`src/rtl/accum_seq_pkg.sv`:
```
// Shared types and constants for the accumulator sequencer.
// Instruction word layout: {chain, m, a, b}, LSB first b.
package accum_seq_pkg;

    typedef enum logic [1:0] {
        S_IDLE    = 2'd0,
        S_ISSUE   = 2'd1,
        S_CAPTURE = 2'd2,
        S_DONE    = 2'd3
    } state_t;

    localparam int OP_W = 4;

    localparam logic [OP_W-1:0] OP_ADD = 4'b0000;
    localparam logic [OP_W-1:0] OP_SUB = 4'b0001;
    localparam logic [OP_W-1:0] OP_AND = 4'b0011;
    localparam logic [OP_W-1:0] OP_OR  = 4'b0100;
    localparam logic [OP_W-1:0] OP_INC = 4'b0110;

    function automatic int f_b_lsb(input int dw);
        return 0 * dw;
    endfunction

    function automatic int f_a_lsb(input int dw);
        return dw;
    endfunction

    function automatic int f_m_lsb(input int dw);
        return 2 * dw;
    endfunction

    function automatic int f_chain_bit(input int dw);
        return 2 * dw + OP_W;
    endfunction

    function automatic int f_instr_w(input int dw);
        return 2 * dw + OP_W + 1;
    endfunction

endpackage

```
`src/rtl/accum_seq_imem.sv`:
```
// Program store: register file with one write port and one async read port.
// Contents clear to zero on reset.
module accum_seq_imem #(
    parameter int DEPTH = 8,
    parameter int W     = 13,
    parameter int AW    = $clog2(DEPTH)
) (
    input  logic          Clk,
    input  logic          nReset,
    input  logic          i_we,
    input  logic [AW-1:0] i_waddr,
    input  logic [W-1:0]  i_wdata,
    input  logic [AW-1:0] i_raddr,
    output logic [W-1:0]  o_rdata
);

    logic [W-1:0] r_mem [DEPTH];

    always_ff @(posedge Clk or negedge nReset) begin
        if (!nReset) begin
            for (int i = 0; i < DEPTH; i++) begin
                r_mem[i] <= '0;
            end
        end else if (i_we) begin
            r_mem[i_waddr] <= i_wdata;
        end
    end

    assign o_rdata = r_mem[i_raddr];

endmodule

```
`src/rtl/accum_seq.sv`:
```
// Accumulator sequencer: steps a stored program through an external ALU.
// Optional SEQ_CHAIN_EN: chain=1 feeds the last result into operand a.
module accum_seq
    import accum_seq_pkg::*;
#(
    parameter int PROG_DEPTH = 8,
    parameter int DATA_W     = 4,
    localparam int AW        = $clog2(PROG_DEPTH),
    localparam int IW        = f_instr_w(DATA_W)
) (
    input  logic              Clk,
    input  logic              nReset,
    input  logic              start,
    input  logic [AW-1:0]     len,
    input  logic              prog_we,
    input  logic [AW-1:0]     prog_addr,
    input  logic [IW-1:0]     prog_data,
    output logic [DATA_W-1:0] alu_a,
    output logic [DATA_W-1:0] alu_b,
    output logic [OP_W-1:0]   alu_m,
    output logic              alu_cin,
    input  logic [DATA_W-1:0] alu_r,
    input  logic              alu_of,
    output logic              busy,
    output logic              done,
    output logic [DATA_W-1:0] result,
    output logic              of_sticky,
    output logic [AW-1:0]     pc
);

    localparam int B_LSB = f_b_lsb(DATA_W);
    localparam int A_LSB = f_a_lsb(DATA_W);
    localparam int M_LSB = f_m_lsb(DATA_W);
    localparam int C_BIT = f_chain_bit(DATA_W);

    state_t              r_state;
    state_t              w_next;
    logic [AW-1:0]       r_len;
    logic [AW-1:0]       r_pc;
    logic [DATA_W-1:0]   r_result;
    logic                r_of;
    logic                r_done;
    logic [IW-1:0]       w_instr;
    logic [DATA_W-1:0]   w_a_src;
    logic                w_we;
    logic                w_active;

    // Writes only land while idle, so a running program is never disturbed.
    assign w_we = prog_we && (r_state == S_IDLE);

    accum_seq_imem #(
        .DEPTH (PROG_DEPTH),
        .W     (IW)
    ) u_imem (
        .Clk     (Clk),
        .nReset  (nReset),
        .i_we    (w_we),
        .i_waddr (prog_addr),
        .i_wdata (prog_data),
        .i_raddr (r_pc),
        .o_rdata (w_instr)
    );

`ifdef SEQ_CHAIN_EN
    assign w_a_src = w_instr[C_BIT] ? r_result
                                    : w_instr[A_LSB +: DATA_W];
`else
    logic w_unused_chain;
    assign w_unused_chain = w_instr[C_BIT];
    assign w_a_src        = w_instr[A_LSB +: DATA_W];
`endif

    always_ff @(posedge Clk or negedge nReset) begin
        if (!nReset) begin
            r_state <= S_IDLE;
        end else begin
            r_state <= w_next;
        end
    end

    always_comb begin
        w_next = r_state;
        unique case (r_state)
            S_IDLE:    w_next = start ? S_ISSUE : S_IDLE;
            S_ISSUE:   w_next = S_CAPTURE;
            S_CAPTURE: w_next = (r_pc == r_len) ? S_DONE : S_ISSUE;
            S_DONE:    w_next = S_IDLE;
            default:   w_next = S_IDLE;
        endcase
    end

    always_comb begin
        w_active = (r_state == S_ISSUE) || (r_state == S_CAPTURE);
        alu_m    = '0;
        alu_a    = '0;
        alu_b    = '0;
        if (w_active) begin
            alu_m = w_instr[M_LSB +: OP_W];
            alu_a = w_a_src;
            alu_b = w_instr[B_LSB +: DATA_W];
        end
        busy = w_active;
    end

    // done is registered off the DONE state, so it lands one cycle later.
    always_ff @(posedge Clk or negedge nReset) begin
        if (!nReset) begin
            r_len    <= '0;
            r_pc     <= '0;
            r_result <= '0;
            r_of     <= 1'b0;
            r_done   <= 1'b0;
        end else begin
            r_done <= (r_state == S_DONE);
            if (r_state == S_IDLE && start) begin
                r_len    <= len;
                r_pc     <= '0;
                r_result <= '0;
                r_of     <= 1'b0;
            end else if (r_state == S_CAPTURE) begin
                r_result <= alu_r;
                r_of     <= r_of | alu_of;
                if (r_pc != r_len) begin
                    r_pc <= r_pc + 1'b1;
                end
            end
        end
    end

    assign alu_cin   = 1'b0;
    assign done      = r_done;
    assign result    = r_result;
    assign of_sticky = r_of;
    assign pc        = r_pc;

endmodule

```
`config.mk`:
```
export PLATFORM = sky130hd
export DESIGN_NAME = accum_seq
export DESIGN_NICKNAME = d
export VERILOG_FILES = /design/src/rtl/accum_seq_pkg.sv /design/src/rtl/accum_seq_imem.sv /design/src/rtl/accum_seq.sv
export SDC_FILE = /design/constraint.sdc
export NUM_CORES = 1
export LEC_CHECK = 0
export CAP_MARGIN = 10
export CORE_MARGIN = 2
export CORE_UTILIZATION = 55
export CTS_BUF_LIST = sky130_fd_sc_hd__clkbuf_16
export CTS_CLUSTER_SIZE = 30
export DETAILED_ROUTE_END_ITERATION = 8
export GPL_ROUTABILITY_DRIVEN = 0
export PLACE_DENSITY = 0.83
export SLEW_MARGIN = 20
export SYNTH_ARGS = -nofsm -noshare
export SYNTH_HDL_FRONTEND = slang
export SYNTH_HIERARCHICAL = 1
export SYNTH_SLANG_ARGS = --single-unit
```
`constraint.sdc`:
```
create_clock -name Clk -period 4.2 [get_ports Clk]
set_input_delay 1.26 -clock Clk [delete_from_list [all_inputs] [get_ports Clk]]
set_output_delay 1.26 -clock Clk [all_outputs]
set_load 0.1 [all_outputs]
```
=== After elaboration in Yosys (flattened, before gate mapping) ===
Index checks and enable logic that the tools add are counted.

* $add $sub $neg: 1
* Order comparisons: 3
* Equality and inequality tests: 5
* Mux-type cells: 19
* Bitwise gates (word level): 3
* Reduce and logical (&&, ||, !) cells: 8

{| class="wikitable"
|+ Operators by type and width
! operator !! number
|-
| 104-bit bitwise mux || 1
|-
| 13-bit binary-select mux with 3-bit select || 1
|-
| 13-bit demux with 3-bit select || 1
|-
| 12-bit 2-to-1 mux || 2
|-
| 4-bit 2-to-1 mux || 5
|-
| 13-bit 2-to-1 mux || 1
|-
| 3-bit 2-to-1 mux || 3
|-
| 4-bit >= comparator, second input constant || 2
|-
| 3-bit NOT with 4-bit output || 2
|-
| 2-bit case mux with 4 select lines || 1
|-
| 2-bit == test, second input constant || 2
|-
| 4-bit by 1-bit less-than comparator with 1-bit output, second input constant || 1
|-
| 2-bit nonzero test || 2
|-
| 3-bit by 1-bit adder with 3-bit output, second input constant || 1
|-
| 3-bit == test || 1
|-
| 1-bit logical AND || 3
|-
| 1-bit 2-to-1 mux || 3
|-
| 3-bit inequality test || 1
|-
| 2-bit by 1-bit == test with 1-bit output, second input constant || 1
|-
| 2-bit zero test || 1
|-
| 2-bit 2-to-1 mux || 1
|-
| 2-bit AND reduction || 1
|-
| 1-bit logical OR || 1
|-
| 1-bit OR || 1
|}

* Bits in registers: 118
* Output and inout bits: 23
* Logic and storage cells: 53

=== Longest topological paths before layout ===
Gate-level depths: netlist of run 1.

* Depth in word-level cells: 6
* Mapped depth: 6

=== Hierarchy ===
Netlist of run 1, hierarchy kept.

{| class="wikitable"
|+ By module, submodules not included
! module !! times used !! cells an instance !! area an instance (µm²) !! seq. area each (µm²)
|-
| accum_seq_imem || 1 || 270 || 4774.6 || 2602.5
|-
| accum_seq || 1 || 79 || 800.8 || 350.3
|}

=== Least setup slack after synthesis of run 1 ===
OpenSTA, ideal clock, no wires.

* Path type: register to output
* Start point: reg r_pc[0], in the netlist pc[0]
* End point: out alu_a[0]
* Arrival: 2.651 ns
* Slack: 0.289 ns
* Stages on the path, launching flop included: 6
* Path buffers: 2
* Path through: dfrtp_1 > buf_6 > buf_6 > mux4_1 > mux2_2 > and2_1

* Cells in the longest elaborated chain, start to end: 5

{| class="wikitable"
|+ RTL lines
! element !! line !! RTL
|-
| from (decl) || accum_seq.sv:39 || <nowiki>logic [AW-1:0] r_pc;</nowiki>
|-
| from (signal assigned) || accum_seq.sv:124 || <nowiki>r_pc <= r_pc + 1'b1;</nowiki>
|-
| 3-bit NOT with 4-bit output (not written as such) || accum_seq_imem.sv:29 || <nowiki>assign o_rdata = r_mem[i_raddr];</nowiki>
|-
| 13-bit binary-select mux with 3-bit select || accum_seq_imem.sv:29 ||
|-
| 12-bit 2-to-1 mux (not written as such) (2 in a row) || accum_seq_imem.sv:29 ||
|-
| net w_instr[4] || accum_seq.sv:43 || <nowiki>logic [IW-1:0] w_instr;</nowiki>
|-
| 4-bit 2-to-1 mux || accum_seq.sv:97 || <nowiki>if (w_active) begin</nowiki>
|-
| to (decl) || accum_seq.sv:18 || <nowiki>output logic [DATA_W-1:0] alu_a,</nowiki>
|}

The timed path passes the listed nets, and every way through them passes these cells. The select of a mux whose other input is x is not followed.

=== Final worst setup path of run 1 ===
* Start point: reg r_pc[0], in the netlist pc[0]
* End point: out alu_b[0]

* Cells in the longest elaborated chain, start to end: 5

{| class="wikitable"
|+ RTL lines
! element !! line !! RTL
|-
| 3-bit NOT with 4-bit output (not written as such) || accum_seq_imem.sv:29 ||
|-
| 13-bit binary-select mux with 3-bit select || accum_seq_imem.sv:29 ||
|-
| 12-bit 2-to-1 mux (not written as such) (2 in a row) || accum_seq_imem.sv:29 ||
|-
| net w_instr[0] || accum_seq.sv:43 ||
|-
| 4-bit 2-to-1 mux || accum_seq.sv:97 ||
|-
| to (decl) || accum_seq.sv:19 || <nowiki>output logic [DATA_W-1:0] alu_b,</nowiki>
|}

The timed path passes the listed nets, and every way through them passes these cells. The select of a mux whose other input is x is not followed.

==> results.cfg, run 1 <==
[worst_setup_path]
crit_type = register to output pin
end_kind = output pin
rr_endpoint = u_imem/r_mem[71]
rrSetupSlack_ns = 2.08
crit_slowest_cell = mux4_1
path_max_fanout = 21
r2r_start = r_state[0]
arrival_ns = 2.29
crit_chain = buf_4, mux4_1, mux2_2, and2_1, buf_12
slowest_delay_ns = 0.63
critPathLaunch = pc[0]
critical_path.startpoint_type = register
required_ns = 2.94
endpoint = alu_b[0]
worst_r2r_path_depth = 5

[synth]
netlist_instances = 330
yosys_warnings = 6
syn_nets = 363
avgSynthCellArea_um2 = 15.8
syn_area_mm2 = 0.00522

[timing]
hold_ws_ns = 0.501
hold_violations = 0
max_freq_ghz = 0.282
fin_crit_ns = 3.55
max_slew_margin_pct = 35.3
report.final.slew_viol_count = 0
rsz0062_at_grt = no
tightest_slew_ns = 0.968
final.period_utilization_pct = 84.5
final-setup-viol-count = 0
fin_skew_ns = 0.00652
finalSetupTns_ns = 0

[grt]
overflow = 0
grt_pass1_vias = 3315
grt_max_degree = 91
grt_pass1_wl_mm = 17.2
antenna_found_initial = 0
grt_use_total_pct = 22.2

[final_layout]
register_area_mm2 = 0.00275
n_antenna_cell = 0
drive_gt1_share_pct = 41.4
final_common_cell = mux2_2
multi_input_area_mm2 = 0.00235
area_growth_pct = 18.7
layout_common_cells = mux2_2, dfrtp_1, clkdlybuf4s50_1
fillCellCount = 636
nets = 413

[drt]
via_count = 3002
vias_per_cell = 5.85
drtAntennaViolNets = 0
drtIter0Drc = 136
drc = 0
post_drt_wl_per_cell_um = 20.7
firstDrtPassIters = 4
wirelength_mm = 10.6

[clock_tree]
cts_inserted_buffers = 9
tritoncts = done
cts_root_buffer = clkbuf_16
cts_sinks = 110
cts_hold_buf = 0
clock_latency_ns = 0.33
post-cts-setup-buffer-count = 0
clk_pin_slew_ns = 0.06
cts_buffer_depth = 2
cts_resized = 0
cts.htree.levels = 3

[floorplanning]
fp.dieArea_mm2 = 0.0103
fp.dieW_um = 101
fp.coreArea_mm2 = 0.00924
io_pins = 51
die_h_um = 101
start_util_pct = 56.5
num_rows = 35

[placed_design]
dpl.hpwl_mm = 6.54
io_buffers = 48

[hold_path]
hold_depth = 1
min_path_type = register to register

[run_status]
status = finished clean

[run]
max_cap_viol_count = 0
## how the worst min path moves through the flow
stage,startpoint,to,slack (ns)
2_1_floorplan,u_imem/r_mem[52],u_imem/r_mem[52],0.47
3_3_place_gp,of_sticky,of_sticky,0.48
3_5_place_dp,u_imem/r_mem[7],u_imem/r_mem[7],0.49
4_1_cts,u_imem/r_mem[1],u_imem/r_mem[1],0.50
5_1_grt,u_imem/r_mem[0],u_imem/r_mem[0],0.51
6_report,u_imem/r_mem[99],u_imem/r_mem[99],0.50
## sequential cells by signal, indices dropped and copies added, names as in the netlist
| signal | cells |
|---|---|
| r_len | 3 |
| pc | 3 |
| result | 4 |
| of_sticky | 1 |
| r_state | 2 |
| done | 1 |
| u_imem/r_mem | 96 |
## worst max-delay path: cells and delay by family (launching register included)
| family | cells | cell delay (ns) |
|---|---|---|
| buf+inv | 2 | 0.52 |
| flops | 1 | 0.36 |
| mux | 2 | 0.91 |
| simple gates | 1 | 0.17 |
## through the flow
stage / cells / setup WS, ns / utilization (%) / area, um2
after global routing: 513 / 0.576 / 67.1 / 6200
after global placement: 498 / 1.04 / 64.2 / 5930
final: 513 / 0.649 / 67.1 / 6200
after detailed placement: 498 / 0.998 / 64.2 / 5930
after floorplan: 330 / 0.297 / - / 5220
after CTS: 513 / 0.627 / 67.1 / 6200
## layer usage
| layer | wire length, um | vias to the layer above | global-route usage [%] |
|---|---|---|---|
| li1 | - | 1343 | - |
| met1 | 4810 | 1583 | 29.1 |
| met2 | 5360 | 66 | 38.5 |
| met3 | 373 | 10 | 3.66 |
| met4 | 89 | 0 | 6.24 |
| met5 | 0 | - | 0 |
## final cells by class
class | instances | area share, %
clock inverter | 6 | 0.646
timing repair buffer | 58 | 10.8
clock buffer | 9 | 3.63
multi-input combinational | 199 | 37.8
sequential | 110 | 44.4
inverter | 2 | 0.121
tap | 129 | 2.60
Power of run 1 is not shown: default switching activity piles up to over one toggle a cycle in this logic, so the estimate is an artifact.
==> inputs of run 2 (changes only) <==
==> constraint.sdc (replaced) <==
create_clock -name Clk -period 3.47 [get_ports Clk]
set_input_delay 1.041 -clock Clk [delete_from_list [all_inputs] [get_ports Clk]]
set_output_delay 1.041 -clock Clk [all_outputs]
set_load 0.1 [all_outputs]
==> results.cfg, run 2 (synthesized netlist as in run 1, its figures left out) <==
[placed_design]
dpl.hpwl_mm = 6.38
pre_cts_ws_ns = 0.542
place_area_mm2 = 0.00594
io_buffers = 48

[clock_tree]
cts_buffer_depth = 2
cts_hold_buf = 0
cts_sinks = 110
post-cts-setup-buffer-count = 0
clock_latency_ns = 0.35
clk_pin_slew_ns = 0.08
cts_root_buffer = clkbuf_16
cts_inserted_buffers = 9
cts_resized = 0
tritoncts = done
cts.htree.levels = 3

[final_layout]
n_antenna_cell = 0
fin_area_mm2 = 0.00624
drive_gt1_share_pct = 43.8
area_growth_pct = 19.6
final_common_cell = mux2_2
layout_common_cells = mux2_2, dfrtp_1, clkdlybuf4s50_1
largest_register_ff_count = 96
largest-register = u_imem/r_mem
nets = 412

[drt]
drc = 0
via_count = 2991
wirelength_mm = 10.3
firstDrtPassIters = 4
vias_per_cell = 5.83
post_drt_wl_per_cell_um = 20.2
drtAntennaViolNets = 0
drtIter0Drc = 150

[worst_setup_path]
endpoint = alu_m[1]
crit_type = register to output pin
r2r_start = r_state[1]
arrival_ns = 2.27
path_max_fanout = 17
required_ns = 2.43
end_kind = output pin
worst_r2r_path_depth = 5
rrSetupSlack_ns = 1.34
critical_path.startpoint_type = register
critPathLaunch = pc[0]
rr_endpoint = u_imem/r_mem[68]

[timing]
setup_slack_ns = 0.162
fin_crit_ns = 3.31
final.period_utilization_pct = 95.3
hold_ws_ns = 0.503
fin_skew_ns = 0.00592
tightest_slew_ns = 0.893
max_freq_ghz = 0.302
hold_violations = 0
final-setup-viol-count = 0
rsz0062_at_grt = no
report.final.slew_viol_count = 0
max_slew_margin_pct = 40.4
finalSetupTns_ns = 0

[grt]
overflow = 0
grt_max_degree = 72
grt_pass1_vias = 3279
antenna_found_initial = 0
grt_use_total_pct = 22.0
grt_pass1_wl_mm = 16.9

[floorplanning]
fp.dieArea_mm2 = 0.0103
num_rows = 35
io_pins = 51
die_h_um = 101
start_util_pct = 56.5
fp.dieW_um = 101
fp.coreArea_mm2 = 0.00924

[run_status]
status = finished clean

[hold_path]
min_path_type = register to register

[run]
max_cap_viol_count = 0
[run 2: cell type report]
type | count | area (um2)
fillers | 636 | 3000
clock inverters | 7 | 81.3
inverters | 2 | 7.51
repair buffers | 57 | 666
well taps | 129 | 161
flip-flops and latches | 110 | 2760
clock buffers | 9 | 225
multi-input cells | 199 | 2350
[run 2: worst min path at each step]
stage                     startpoint               end  slack (ns)  cells after the start
floorplan           u_imem/r_mem[52]  u_imem/r_mem[52]        0.47                      1
global placement    u_imem/r_mem[10]  u_imem/r_mem[10]        0.48                      1
detailed placement  u_imem/r_mem[62]  u_imem/r_mem[62]        0.49                      1
CTS                        of_sticky         of_sticky        0.50                      2
global route        u_imem/r_mem[62]  u_imem/r_mem[62]        0.51                      1
finish              u_imem/r_mem[98]  u_imem/r_mem[98]        0.50                      1
[run 2: layer usage]
layer / global-route usage (%) / routed length (um) / part of all wire, % / vias up
met3: 5.45 / 356 / 3.4 / 16
met2: 36.2 / 5030 / 49 / 62
met1: 29.2 / 4760 / 46 / 1567
met5: 0 / 0 / 0 / -
met4: 6.76 / 203 / 2.0 / 0
li1: - / - / - / 1346
[run 2: stage by stage]
step | util [%] | instances
3_3_place_gp | 64.2 | 497
5_1_grt | 67.6 | 513
2_1_floorplan | - | 330
6_report | 67.6 | 513
4_1_cts | 67.6 | 513
3_5_place_dp | 64.2 | 497
[run 2: critical path: stages, from the launching register on]
cell and delay [ns]:
dfrtp_2 0.49, buf_12 0.21, mux4_1 0.59, mux2_2 0.28
and2_1 0.17, buf_12 0.17
Power of run 2 is left out for the same reason.
==> inputs of run 3 (changes only) <==
--- a/config.mk
+++ b/config.mk
@@ -13,7 +13,6 @@
 export DETAILED_ROUTE_END_ITERATION = 8
 export GPL_ROUTABILITY_DRIVEN = 0
 export PLACE_DENSITY = 0.83
-export SLEW_MARGIN = 20
 export SYNTH_ARGS = -nofsm -noshare
 export SYNTH_HDL_FRONTEND = slang
 export SYNTH_HIERARCHICAL = 1
==> results of run 3 <==
Final layout, timing and power as in run 2 (identical DEF).
Power of run 3 is left out for the same reason.
==> edit, RTL diff (config.mk and constraints of run 3) <==
Register the input `len` before use, cleared by the reset. The logic sees it one clock later. The other inputs are not delayed to match.
--- a/src/rtl/accum_seq.sv
+++ b/src/rtl/accum_seq.sv
@@ -32,6 +32,16 @@
     localparam int A_LSB = f_a_lsb(DATA_W);
     localparam int M_LSB = f_m_lsb(DATA_W);
     localparam int C_BIT = f_chain_bit(DATA_W);
+
+    logic [AW-1:0] len_q;
+
+    always_ff @(posedge Clk or negedge nReset) begin
+        if (!nReset) begin
+            len_q <= '0;
+        end else begin
+            len_q <= len;
+        end
+    end
 
     state_t              r_state;
     state_t              w_next;
@@ -113,7 +123,7 @@
         end else begin
             r_done <= (r_state == S_DONE);
             if (r_state == S_IDLE && start) begin
-                r_len    <= len;
+                r_len    <= len_q;
                 r_pc     <= '0;
                 r_result <= '0;
                 r_of     <= 1'b0;
Check against the original RTL: not equivalent (a bounded check fails within 4 cycles, from zero or initial values and one cycle with nReset low).
==> edit against run 3 <==
  * Worst setup slack worse by 70 ps
  * Sequential share of layout area down 1.5 points
  * Wire length up 11%
  * Synthesized cell count up 0.91%
  * Via count up 6.4%
  * Critical path depth unchanged
  * Register-to-register slack about the same
  * Synthesized area up 1.5%
  * Sequential cell count up 3
  * Cell area up 6.2%
Power is not shown: default switching activity piles up to over one toggle a cycle in this logic, so the estimate is an artifact.
==> edit: results (changes against run 3) <==
Status -> finished clean
DRC -> 0 (unchanged)
Inverters -> 2 (unchanged)
Final clock-cell share -> 9.04% (+4.1 points)
Nets -> 423 (+2.7%)
Slowest cell on the critical path -> mux4_1
Routed WL per cell -> 21.7 um (+7.7%)
Post-CTS sizing -> 0 (unchanged)
Die X-Extent -> 102 um (+0.72%)
First DRT Iteration DRCs -> 76 (-49%)
Multi-input gate count -> 199 (unchanged)
Cells after synthesis -> 333 (+0.91%)
Reg2reg path depth -> 5 (unchanged)
Fill cells -> 593 (-6.8%)
Top reg by flops -> u_imem/r_mem
R2r setup slk -> 1340 ps (about the same)
Antenna Cells -> 0 (unchanged)
Worst-path maximum fanout -> 12 (-5)
Initial antenna violation count -> 0 (unchanged)
Worst hold path type -> reg -> reg
Via count -> 3181 (+6.4%)
Pin count of the biggest net entering global routing -> 52 (-28%)
Placed cells -> 499 (+0.40%)
Max reg flops -> 96 (unchanged)
Post-CTS Setup Inserts -> 0 (unchanged)
Clock buffer depth -> 2 (unchanged)
Worst Hold Path EP -> u_imem/r_mem[17]$_DFFE_PN0P_
Layout cells sized above 1 -> 44.5% (+0.78 points)
Finished Layout Cells -> 531 (+3.5%)
Seq. cell area -> 2830 um^2 (+2.7%)
TritonRoute pass-1 iters -> 4 (unchanged)
Reg-to-Reg Start -> r_state[1]$_DFF_PN0_
Number of global-route vias before repair -> 3516 (+7.2%)
CP peak stage delay -> 560 ps (-30 ps)
Syn_nets -> 366 (+0.83%)
Worst rel slew slack -> 42.4% (+1.9 points)
Register clock-pin slew on the reported worst setup and hold paths -> 50 ps (-30 ps)
Critical Path AT -> 2340 ps (+70 ps)
Detailed placement HPWL -> 6590 um (+3.2%)
Overall Global Routing Usage -> 23.9% (+1.9 points)
Clock sink count -> 113 (+2.7%)
I/O Buffers -> 48 (unchanged)
Hold slack -> 495 ps (-7.13 ps)
Clk Latency, worst-skew pair -> 410 ps (+60 ps)
Clock Tree Root -> clkbuf_16
Reg-to-reg endpoint -> u_imem/r_mem[74]$_DFFE_PN0P_
Multi-input gate share of total cell area -> 35.4% (-2.1 points)
First-pass GRT wire length -> 18200 um (+7.7%)
H-tree depth -> 4 (+1)
Pre-CTS setup slack -> 523 ps (-18.9 ps)
NonClk Buf Share -> 10.3% (-0.36 points)
Finished Core Util -> 71.4% (+3.9 points)
Hold_sp -> u_imem/r_mem[17]$_DFFE_PN0P_
Placed cell areas -> 6010 um^2 (+1.2%)
Setup Skew -> 7.04 ps (+1.12 ps)
Buffers, non-clock -> 57 (unchanged)
Warnings from Yosys -> 6 (unchanged)
Hold Path Cell Cnt -> 1 (unchanged)
CLK BUF -> 17 (+8)
edit: layer usage:
| layer | part of all wire [%] | routed length [um] | track usage, % |
|---|---|---|---|
| met1 | 43 | 4990 | 30.2 |
| met2 | 51 | 5900 | 39.2 |
| met3 | 4.0 | 463 | 7.59 |
| met4 | 1.5 | 171 | 8.51 |
| met5 | 0 | 0 | 0 |
edit: worst max-delay path by stage:
stage,cells past startpoint,endpoint,start,slack (ps)
after floorplan,3,alu_a[3],pc[1]$_DFFE_PN0P_,40
after global placement,5,alu_a[1],pc[0]$_DFFE_PN0P_,540
after detailed placement,5,alu_a[3],pc[0]$_DFFE_PN0P_,520
after CTS,5,alu_a[1],pc[0]$_DFFE_PN0P_,70
after global routing,5,alu_m[3],pc[0]$_DFFE_PN0P_,20
final,5,alu_m[2],pc[0]$_DFFE_PN0P_,90
edit: critical path, delay by kind of cell (launching register included):
family / cells / cell delay [ps]
buffers and inverters: 2 / 420
DFF: 1 / 500
muxes: 2 / 830
and+or+nand+nor: 1 / 170
